**config.mk**
```make
export PLATFORM = sky130hd
export DESIGN_NAME = validready2noc_buffered_adapter
export DESIGN_NICKNAME = d
export VERILOG_FILES = /design/src/rtl/validready2noc_pkg.sv /design/src/rtl/validready2noc_buffered_adapter_fifo.sv /design/src/rtl/validready2noc_buffered_adapter.sv
export SDC_FILE = /design/constraint.sdc
export NUM_CORES = 2
export LEC_CHECK = 0
export ABC_AREA = 1
export CORE_MARGIN = 1
export CORE_UTILIZATION = 56
export DETAILED_ROUTE_END_ITERATION = 7
export GPL_TIMING_DRIVEN = 0
export PLACE_DENSITY = 0.74
export RECOVER_POWER = 25
export SYNTH_ARGS = -nofsm -noshare
export SYNTH_HDL_FRONTEND = slang
export SYNTH_SLANG_ARGS = --single-unit
```
**constraint.sdc**
```tcl
create_clock -name clk_i -period 54.3 [get_ports clk_i]
set_input_delay 5.43 -clock clk_i [delete_from_list [all_inputs] [get_ports clk_i]]
set_output_delay 5.43 -clock clk_i [all_outputs]
set_load 0.005 [all_outputs]
```
**src/rtl/validready2noc_pkg.sv**
```systemverilog
// Shared types and helpers for the buffered valid/ready to NoC adapter.
// The defaults describe the standard 3-VC configuration.
package validready2noc_pkg;

    localparam int NocNumVcs      = 3;
    localparam int NocVcIdWidth   = 2;
    localparam int NocFlitWidth   = 64;
    localparam int NocBufferDepth = 4;
    localparam int PtrWidth       = $clog2(NocBufferDepth);

    // The arbiter helper works on a fixed wide mask so any VC count up to 32 can use it
    localparam int MaxVcs        = 32;
    localparam int MaxVcIdxWidth = 5;

    typedef logic [NocNumVcs-1:0] vc_mask_t;

    typedef struct packed {
        logic                     valid;
        logic [MaxVcIdxWidth-1:0] idx;
    } rr_grant_t;

    function automatic rr_grant_t rr_next(input logic [MaxVcIdxWidth-1:0] p,
                                          input logic [MaxVcs-1:0]        eligible,
                                          input int                       n);
        rr_grant_t g;
        int        cand;
        g = '0;
        for (int i = 0; i < MaxVcs; i++) begin
            if (i < n) begin
                cand = int'(p) + i;
                if (cand >= n) cand = cand - n;
                if (!g.valid && eligible[cand[MaxVcIdxWidth-1:0]]) begin
                    g.valid = 1'b1;
                    g.idx   = cand[MaxVcIdxWidth-1:0];
                end
            end
        end
        return g;
    endfunction

endpackage

```
**src/rtl/validready2noc_buffered_adapter_fifo.sv**
```systemverilog
// One per-VC synchronous FIFO; head is read combinationally, count drives full/empty.
module noc_vc_fifo
    import validready2noc_pkg::*;
#(
    parameter int Width = NocFlitWidth,
    parameter int Depth = NocBufferDepth
) (
    input  logic                       clk_i,
    input  logic                       rst_i,
    input  logic                       push_i,
    input  logic                       pop_i,
    input  logic [Width-1:0]           data_i,
    output logic [Width-1:0]           data_o,
    output logic                       full_o,
    output logic                       empty_o,
    output logic [$clog2(Depth):0]     count_o
);

    localparam int PW = $clog2(Depth);
    localparam int CW = PW + 1;

    logic [PW-1:0]    wr_ptr_q, wr_ptr_d;
    logic [PW-1:0]    rd_ptr_q, rd_ptr_d;
    logic [CW-1:0]    count_q, count_d;
    logic [Width-1:0] mem_q [Depth];
    logic [Width-1:0] mem_d [Depth];

    always_comb begin
        mem_d    = mem_q;
        wr_ptr_d = wr_ptr_q + PW'(push_i);
        rd_ptr_d = rd_ptr_q + PW'(pop_i);
        count_d  = count_q + CW'(push_i) - CW'(pop_i);
        if (push_i) mem_d[wr_ptr_q] = data_i;
    end

    always_ff @(posedge clk_i or posedge rst_i) begin
        if (rst_i) begin
            wr_ptr_q <= '0;
            rd_ptr_q <= '0;
            count_q  <= '0;
            mem_q    <= '{default: '0};
        end else begin
            wr_ptr_q <= wr_ptr_d;
            rd_ptr_q <= rd_ptr_d;
            count_q  <= count_d;
            mem_q    <= mem_d;
        end
    end

    assign data_o  = mem_q[rd_ptr_q];
    assign full_o  = (count_q == CW'(Depth));
    assign empty_o = (count_q == '0);
    assign count_o = count_q;

endmodule

```
**src/rtl/validready2noc_buffered_adapter.sv**
```systemverilog
// Per-VC buffered valid/ready to NoC avail/valid adapter with a round-robin
// output arbiter; one flit in and at most one flit out per cycle.
module validready2noc_buffered_adapter
    import validready2noc_pkg::*;
#(
    parameter int NumberOfVirtualChannels = NocNumVcs,
    parameter int VirtualChannelIdWidth   = NocVcIdWidth,
    parameter int FlitWidth               = NocFlitWidth,
    parameter int BufferDepth             = NocBufferDepth
) (
    input  logic                                                      clk_i,
    input  logic                                                      rst_i,
    input  logic                                                      valid_i,
    output logic                                                      ready_o,
    input  logic [VirtualChannelIdWidth-1:0]                          virtual_channel_id_i,
    input  logic [FlitWidth-1:0]                                      data_i,
    output logic [NumberOfVirtualChannels-1:0]                        valid_o,
    output logic [FlitWidth-1:0]                                      data_o,
    input  logic [NumberOfVirtualChannels-1:0]                        avail_i,
    output logic [NumberOfVirtualChannels*($clog2(BufferDepth)+1)-1:0] occupancy_o,
    output logic                                                      error_o
);

    localparam int N          = NumberOfVirtualChannels;
    localparam int CntWidth   = $clog2(BufferDepth) + 1;
    localparam int VcIdxWidth = (N > 1) ? $clog2(N) : 1;

    logic [N-1:0]          push, pop, full, empty, eligible, grant;
    logic [FlitWidth-1:0]  head [N];
    logic [CntWidth-1:0]   count [N];
    logic [VcIdxWidth-1:0] rr_ptr_q, rr_ptr_d;
    logic [FlitWidth-1:0]  data_q, data_d;
    logic                  error_q, error_d;
    logic                  id_in_range;
    rr_grant_t             rr;

    // Ready looks only at registered fill level, so a pop never re-opens a full VC in the same cycle
    always_comb begin
        ready_o     = 1'b0;
        push        = '0;
        id_in_range = (int'(virtual_channel_id_i) < N);
        for (int v = 0; v < N; v++) begin
            if (virtual_channel_id_i == VirtualChannelIdWidth'(v)) begin
                ready_o = !rst_i && !full[v];
                push[v] = valid_i && !rst_i && !full[v];
            end
        end
        error_d = error_q | (valid_i && !id_in_range);
    end

    always_comb begin
        eligible = ~empty & avail_i;
        rr       = rr_next(MaxVcIdxWidth'(rr_ptr_q), MaxVcs'(eligible), N);
        grant    = '0;
        data_d   = data_q;
        rr_ptr_d = rr_ptr_q;
        for (int v = 0; v < N; v++) begin
            if (rr.valid && rr.idx == MaxVcIdxWidth'(v)) begin
                grant[v] = 1'b1;
                data_d   = head[v];
                rr_ptr_d = (v == N - 1) ? '0 : VcIdxWidth'(v + 1);
            end
        end
        pop = grant;
    end

    always_ff @(posedge clk_i or posedge rst_i) begin
        if (rst_i) begin
            rr_ptr_q <= '0;
            data_q   <= '0;
            error_q  <= 1'b0;
        end else begin
            rr_ptr_q <= rr_ptr_d;
            data_q   <= data_d;
            error_q  <= error_d;
        end
    end

    for (genvar v = 0; v < N; v++) begin : g_vc
        noc_vc_fifo #(
            .Width (FlitWidth),
            .Depth (BufferDepth)
        ) u_fifo (
            .clk_i   (clk_i),
            .rst_i   (rst_i),
            .push_i  (push[v]),
            .pop_i   (pop[v]),
            .data_i  (data_i),
            .data_o  (head[v]),
            .full_o  (full[v]),
            .empty_o (empty[v]),
            .count_o (count[v])
        );
        assign occupancy_o[v*CntWidth +: CntWidth] = count[v];
    end

    // Idle cycles keep presenting the last transferred flit
    assign valid_o = grant;
    assign data_o  = data_d;
    assign error_o = error_q;

    a_onehot:    assert property (@(posedge clk_i) disable iff (rst_i) $onehot0(valid_o));
    a_avail:     assert property (@(posedge clk_i) disable iff (rst_i) (valid_o & ~avail_i) == '0);
    a_push_full: assert property (@(posedge clk_i) disable iff (rst_i) (push & full) == '0);
    a_pop_empty: assert property (@(posedge clk_i) disable iff (rst_i) (pop & empty) == '0);

endmodule

```
Word level (Yosys, flattened, before mapping)

Index checks and enable logic that the tools add are counted.

$add $sub $neg: 17
$lt $le $gt $ge: 16
Eq/ne operators: 7
Muxes and demuxes: 45
Bitwise logic cells: 9
Reduce and logical (&&, ||, !) cells: 29

Operators by type and width:

| operator                                                          | number |
|---|---|
| bitwise mux 256 bit                                               | 3 |
| two-way mux 64 bit                                                | 12 |
| binary-select mux 64 bit (select 2 bit)                           | 3 |
| demux 64 bit (select 2 bit)                                       | 3 |
| greater-or-equal comparator 3 bit, second input constant          | 6 |
| less-than comparator 5 x 6 -> 1 bit, second input constant        | 3 |
| two-way mux 6 bit                                                 | 3 |
| inverter 2 -> 3 bit                                               | 6 |
| logical AND 1 bit                                                 | 16 |
| binary-select mux 1 bit (select 5 bit)                            | 3 |
| two-way mux 5 bit                                                 | 3 |
| adder 2 x 1 -> 2 bit                                              | 6 |
| two-way mux 1 bit                                                 | 12 |
| adder 3 x 1 -> 3 bit                                              | 3 |
| == test 3 bit, second input constant                              | 3 |
| logical NOT 3 bit                                                 | 3 |
| less-than comparator 3 x 1 -> 1 bit, second input constant        | 3 |
| subtractor 3 x 1 -> 3 bit                                         | 3 |
| subtractor 3 x 2 -> 4 bit, second input constant                  | 2 |
| logical NOT 1 bit                                                 | 7 |
| greater-or-equal comparator 3 x 2 -> 1 bit, second input constant | 2 |
| two-way mux 2 bit                                                 | 3 |
| == test 5 x 1 -> 1 bit, second input constant                     | 1 |
| == test 5 x 2 -> 1 bit, second input constant                     | 1 |
| other kinds (13)                                                  | 13 |

Flip-flop bits (word level): 856
Bits of input ports: 72
Word-level logic and storage cells: 147

Logic depth before layout (Yosys ltp)

Depth in word-level cells: 17
Gate-level depth with buffers: 19
Mapped depth without buffers: 19

Hierarchy

Synthesis repeated with hierarchy kept, for this count alone.

Cells, all modules: 6511
Area total of the unflattened synthesis: 45571.2 sq um

Modules (own cells, without submodules):

| module                            | times used | cells an instance | area an instance (sq um) |
|---|---|---|---|
| noc_vc_fifo at g_vc[0].u_fifo ... | 2          | 1897              | 13596.8 |
| noc_vc_fifo at g_vc[2].u_fifo     | 1          | 1898              | 13599.3 |
| validready2noc_buffered_adapter   | 1          | 819               | 4778.3 |

Worst setup path before layout

No wires, ideal clock.

Kind: input port to output port
Start: in rst_i
End: out ready_o
Arrival: 25688 ps
Required time: 48870 ps
Slack: 23182 ps
Cell stages on the path: 3
Path buffers: 0
Cells stage by stage: inv_1 o2111ai_1 nand3_1

Longest elaborated chain between the ends: 5
Elaborated cells between the ends (all ways): 7
Classes of those cells: mux (3); reduce/logical (4)

Ends and longest elaborated chain:

| what                            | line                                  | source |
|---|---|---|
| start, declared                 | validready2noc_buffered_adapter.sv:12 | `input logic rst_i,` |
| logical NOT 1 bit (no line) (*) | -                                     |  |
| logical AND 1 bit               | validready2noc_buffered_adapter.sv:44 | `ready_o = !rst_i && !full[v];` |
| two-way mux 1 bit (2 in a row)  | validready2noc_buffered_adapter.sv:43 | `if (virtual_channel_id_i == VirtualChannelIdWidth'(v)) begin` |
| two-way mux 1 bit (*)           | validready2noc_buffered_adapter.sv:43 |  |
| end, declared                   | validready2noc_buffered_adapter.sv:14 | `output logic ready_o,` |

Every way passes the cells marked *; elsewhere a longest branch is shown, timed or not.

==> metrics list <==
- Total of flip-flops plus latches after synthesis: between 800 and 900
* Footprint of the multi-input gates: 14200 um^2
* Worst-margin pin slew: 6.29 ns
- Filler Cells Inserted: approximately 5500
- Summed over all cells, the static leakage comes to approximately 20 nW.
- The worst path needs between 15 and 20 ns of the cycle, external delays included.
- In this run the critical register-to-register path is captured at g_vc[0].u_fifo.count_o[2].
- HPWL reported at the end of detailed placement: a little over 80 mm
- Timing would allow up to just over 60 MHz.
- The flow ran to the end, but the final reports show violations.
* Setup tns final: 0 ns
* Floorplan die height: ~260 um
- For this run the aggregate overflow at the end of global routing stands at 0.
* Fraction of the cycle the final worst path needs: 0.304
- Power comes to around 3.3 mW.
- Maximum resistive drop on vdd: ~0.000054 V
* Number of vias per cell: between 5 and 6
* Buffers from clock root to sink, at most: 3
- Cell Pwr Density: 74.9 nW/um^2
- Leading area contributor after synthesis: dfrtp_1
- After clock tree synthesis, the clock-pin slew on the worst setup and hold paths is around 0.060 ns.
- For this design the top-level I/O count stands at 150.
- Initial Utilization: 0.567
* Initial antenna violation count: 1
* Kind of end point of the critical path: asynchronous set/reset pin
- Yosys printed 0 warnings.
- Tracing the worst setup path back leads to its startpoint at rst_i.
* Routability Congestion: ~0.9
- The startpoint identified for the worst hold timing path is error_o.
- Number of buffers inserted for hold repair after clock tree synthesis: 0
- Pin count of the biggest net entering global routing: 123
- Final Hold Viols: 0
- Min-Delay Path Class: reg2reg
- Postcts setup bufs: 0
* Maximum Capacitance Violations: 7
* Global-route wire length before repair: between 150 and 200 mm
* Signal arrival time at the worst endpoint: approximately 16 ns
- The die is approximately 260 um wide.
- Top fanout value on the critical path: between 100 and 150
- Failing checks: DRC, capacitance limit, slew limit
- Clock Root Buffer: clkbuf_16
- H-tree level count: 3
- The share of synthesized area in the top cell type comes to 0.561.
* Number of slew-limit violations in the final report: ~580
* DIE AREA: 69200 um^2
* Post-synthesis average cell area: 8.55 um^2
* Tot GR Track Use: 0.340
- Avg WL per Cell: ~20 um
* Seq/Total Area, Yosys: 0.561
- In the post-synthesis netlist, the biggest area contributors are dfrtp_1, o21ai_0, nand2_1, clkbuf_1, nor2_1.
- Area delta synth->final: 15.9%
* Largest clock skew in the final design: 0.0201 ns
* Distinct cell type count after synthesis: between 40 and 50
- Count of cells along the worst hold path: 1
- Type of element launching the critical path: primary input
- Data required time at the worst endpoint: 53.50 ns
- Start of the worst register-to-register path: rr_ptr_q[1]
- Across all layers, the routed design uses around 33000 vias.
- Share of post-route cells with drive strength above 1: 0.0610
* Iteration-0 DRC count of the detailed router: approximately 3500
- TritonCTS built the clock tree.
- TritonRoute pass-1 iters: 8
- Clk_lat worst skew: 0.65 ns
- In this run the remaining antenna-violating nets after routing total 0.
* Synth Instances: 4463
- R2R depth: 15
* Number of remaining DRC errors: 1
- Resized Gates After CTS: 0
- Clock tree synthesis inserted a total of 90 buffers.
- By startpoint and endpoint, the worst setup path is classified as in2async.
* Count of buffers from port buffering: between 100 and 150
- Measured against its own limit, the worst slew margin works out to -3.20.
* Unrepaired setup endpoints after global routing: false
* Nets@finish: between 4000 and 5000
* Worst hold path endpoint: error_o
- Setup violations remaining at the end of the flow were counted as 0.
* Core Region: slightly below 70000 um^2
- Setup slack of the most critical reg-to-reg path: roughly 50 ns
- FF+latch area: 21400 um^2
* Std-Cell Rows: 95
* Total wire length after detailed routing: roughly 120 mm
- Post-synth design cell area: between 30000 and 40000 um^2
* Via count of the first global-routing pass: 32700
- The tree built by TritonCTS fans out to 856 sinks.
- Syn_nets: around 4600
worst max path at each step:
| stage | end | slack (ns) | cells past startpoint |
|---|---|---|---|
| 2_1_floorplan | ready_o | 23.18 | 3 |
| 3_3_place_gp | ready_o | 14.71 | 5 |
| 3_5_place_dp | data_o[58] | 40.60 | 12 |
| 4_1_cts | data_o[27] | 40.58 | 12 |
| 5_1_grt | g_vc[2].u_fifo.mem_q[32] | 35.53 | 4 |
| 6_report | g_vc[1].u_fifo.mem_q[222] | 37.82 | 4 |
routing by layer:
layer	routed length, um	GRT usage	part of all wire	vias to the layer above
met2	53000	0.531	0.46	1486
met5	13	0	0.00011	-
met4	4260	0.137	0.037	2
met1	48800	0.468	0.42	16300
met3	10400	0.0686	0.089	229
li1	-	-	-	15200
report_power, final:
group / leakage, nW / switching (mW) / internal (mW)
registers: 11.2 / 0.153 / 0.929
logic: 7.67 / 0.926 / 0.612
clock network: 1.63 / 0.264 / 0.430
total: 20.5 / 1.34 / 1.97
state kept, by name, summed over array words and instances, names as in the netlist:
| register | cells |
|---|---|
| error_o | 1 |
| g_vc.u_fifo.rd_ptr_q | 6 |
| g_vc.u_fifo.wr_ptr_q | 6 |
| rr_ptr_q | 2 |
| data_q | 64 |
| g_vc.u_fifo.count_o | 9 |
| g_vc.u_fifo.mem_q | 768 |
placed cells by master (no fill, tap or decap), types with 4 or more instances in the layout:
master / n
xor2_1: 7
bufinv_16: 17
a21oi_1: 64
buf_2: 27
nand2_2: 4
o22ai_1: 129
diode_2: 4
o211ai_1: 5
o211ai_2: 60
nand3_1: 24
clkinv_2: 7
buf_4: 8
clkdlybuf4s50_1: 147
ha_1: 17
inv_1: 217
buf_16: 4
buf_6: 4
inv_2: 11
buf_12: 6
clkbuf_1: 360
o21ai_1: 5
o21ai_0: 1021
nand2_1: 1297
nor2_1: 264
a32oi_1: 64
clkinvlp_4: 4
clkbuf_16: 95
dfrtp_1: 856
clkbuf_8: 22
critical path, stage by stage:
cell and delay [ns]:
dlygate4sd3_1 0.59, clkinvlp_2 1.79, clkbuf_1 3.02, clkbuf_1 4.57
per-stage QoR:
step | hold WS, ns | setup WS (ns) | area (um^2) | instances | util
3_3_place_gp | 0.457 | 14.71 | 40800 | 5485 | 0.606
5_1_grt | 0.491 | 35.53 | 44200 | 5658 | 0.657
4_1_cts | 0.477 | 40.58 | 44400 | 5658 | 0.659
2_1_floorplan | 0.448 | 23.18 | 38200 | 4463 | -
6_report | 0.474 | 37.82 | 44200 | 5662 | 0.657
3_5_place_dp | 0.465 | 40.60 | 41000 | 5494 | 0.610
Yosys cell counts, drive strengths merged:
cell type,count
nor2,269
a2111o,1
a32oi,64
a21boi,2
o2111ai,1
a31o,1
inv,229
fa,3
clkbuf,343
nand3,27
a21oi,64
xor2,7
clkinv,1
buf,49
xnor2,3
ha,17
o22ai,129
dfrtp,856
o21ai,1026
o211ai,65
nand2,1303
nand4,2
nor3,1
layout make-up:
| class | count | share of cell area |
|---|---|---|
| buffer | 392 | 0.0379 |
| timing repair buffer | 158 | 0.0366 |
| sequential | 856 | 0.484 |
| clock buffer | 132 | 0.0619 |
| multi-input combinational | 2985 | 0.321 |
| clock inverter | 32 | 0.0138 |
| antenna | 4 | 0.000226 |
| tap | 873 | 0.0247 |
| inverter | 230 | 0.0196 |
logic make-up (layout without fill, tap and decap cells):
kind of cell,after synthesis,in the layout,share of synthesized area
buffers and inverters,622,944,0.0665
AND/OR/NAND/NOR,1602,1602,0.162
flip-flops,856,856,0.561
XOR/XNOR,10,10,0.00229
other,0,4,0
adder cells (fa/ha/maj),20,20,0.00715
AO/OA/AOI/OAI,1353,1353,0.201
Note: power is estimated with default switching activity, not from simulation.
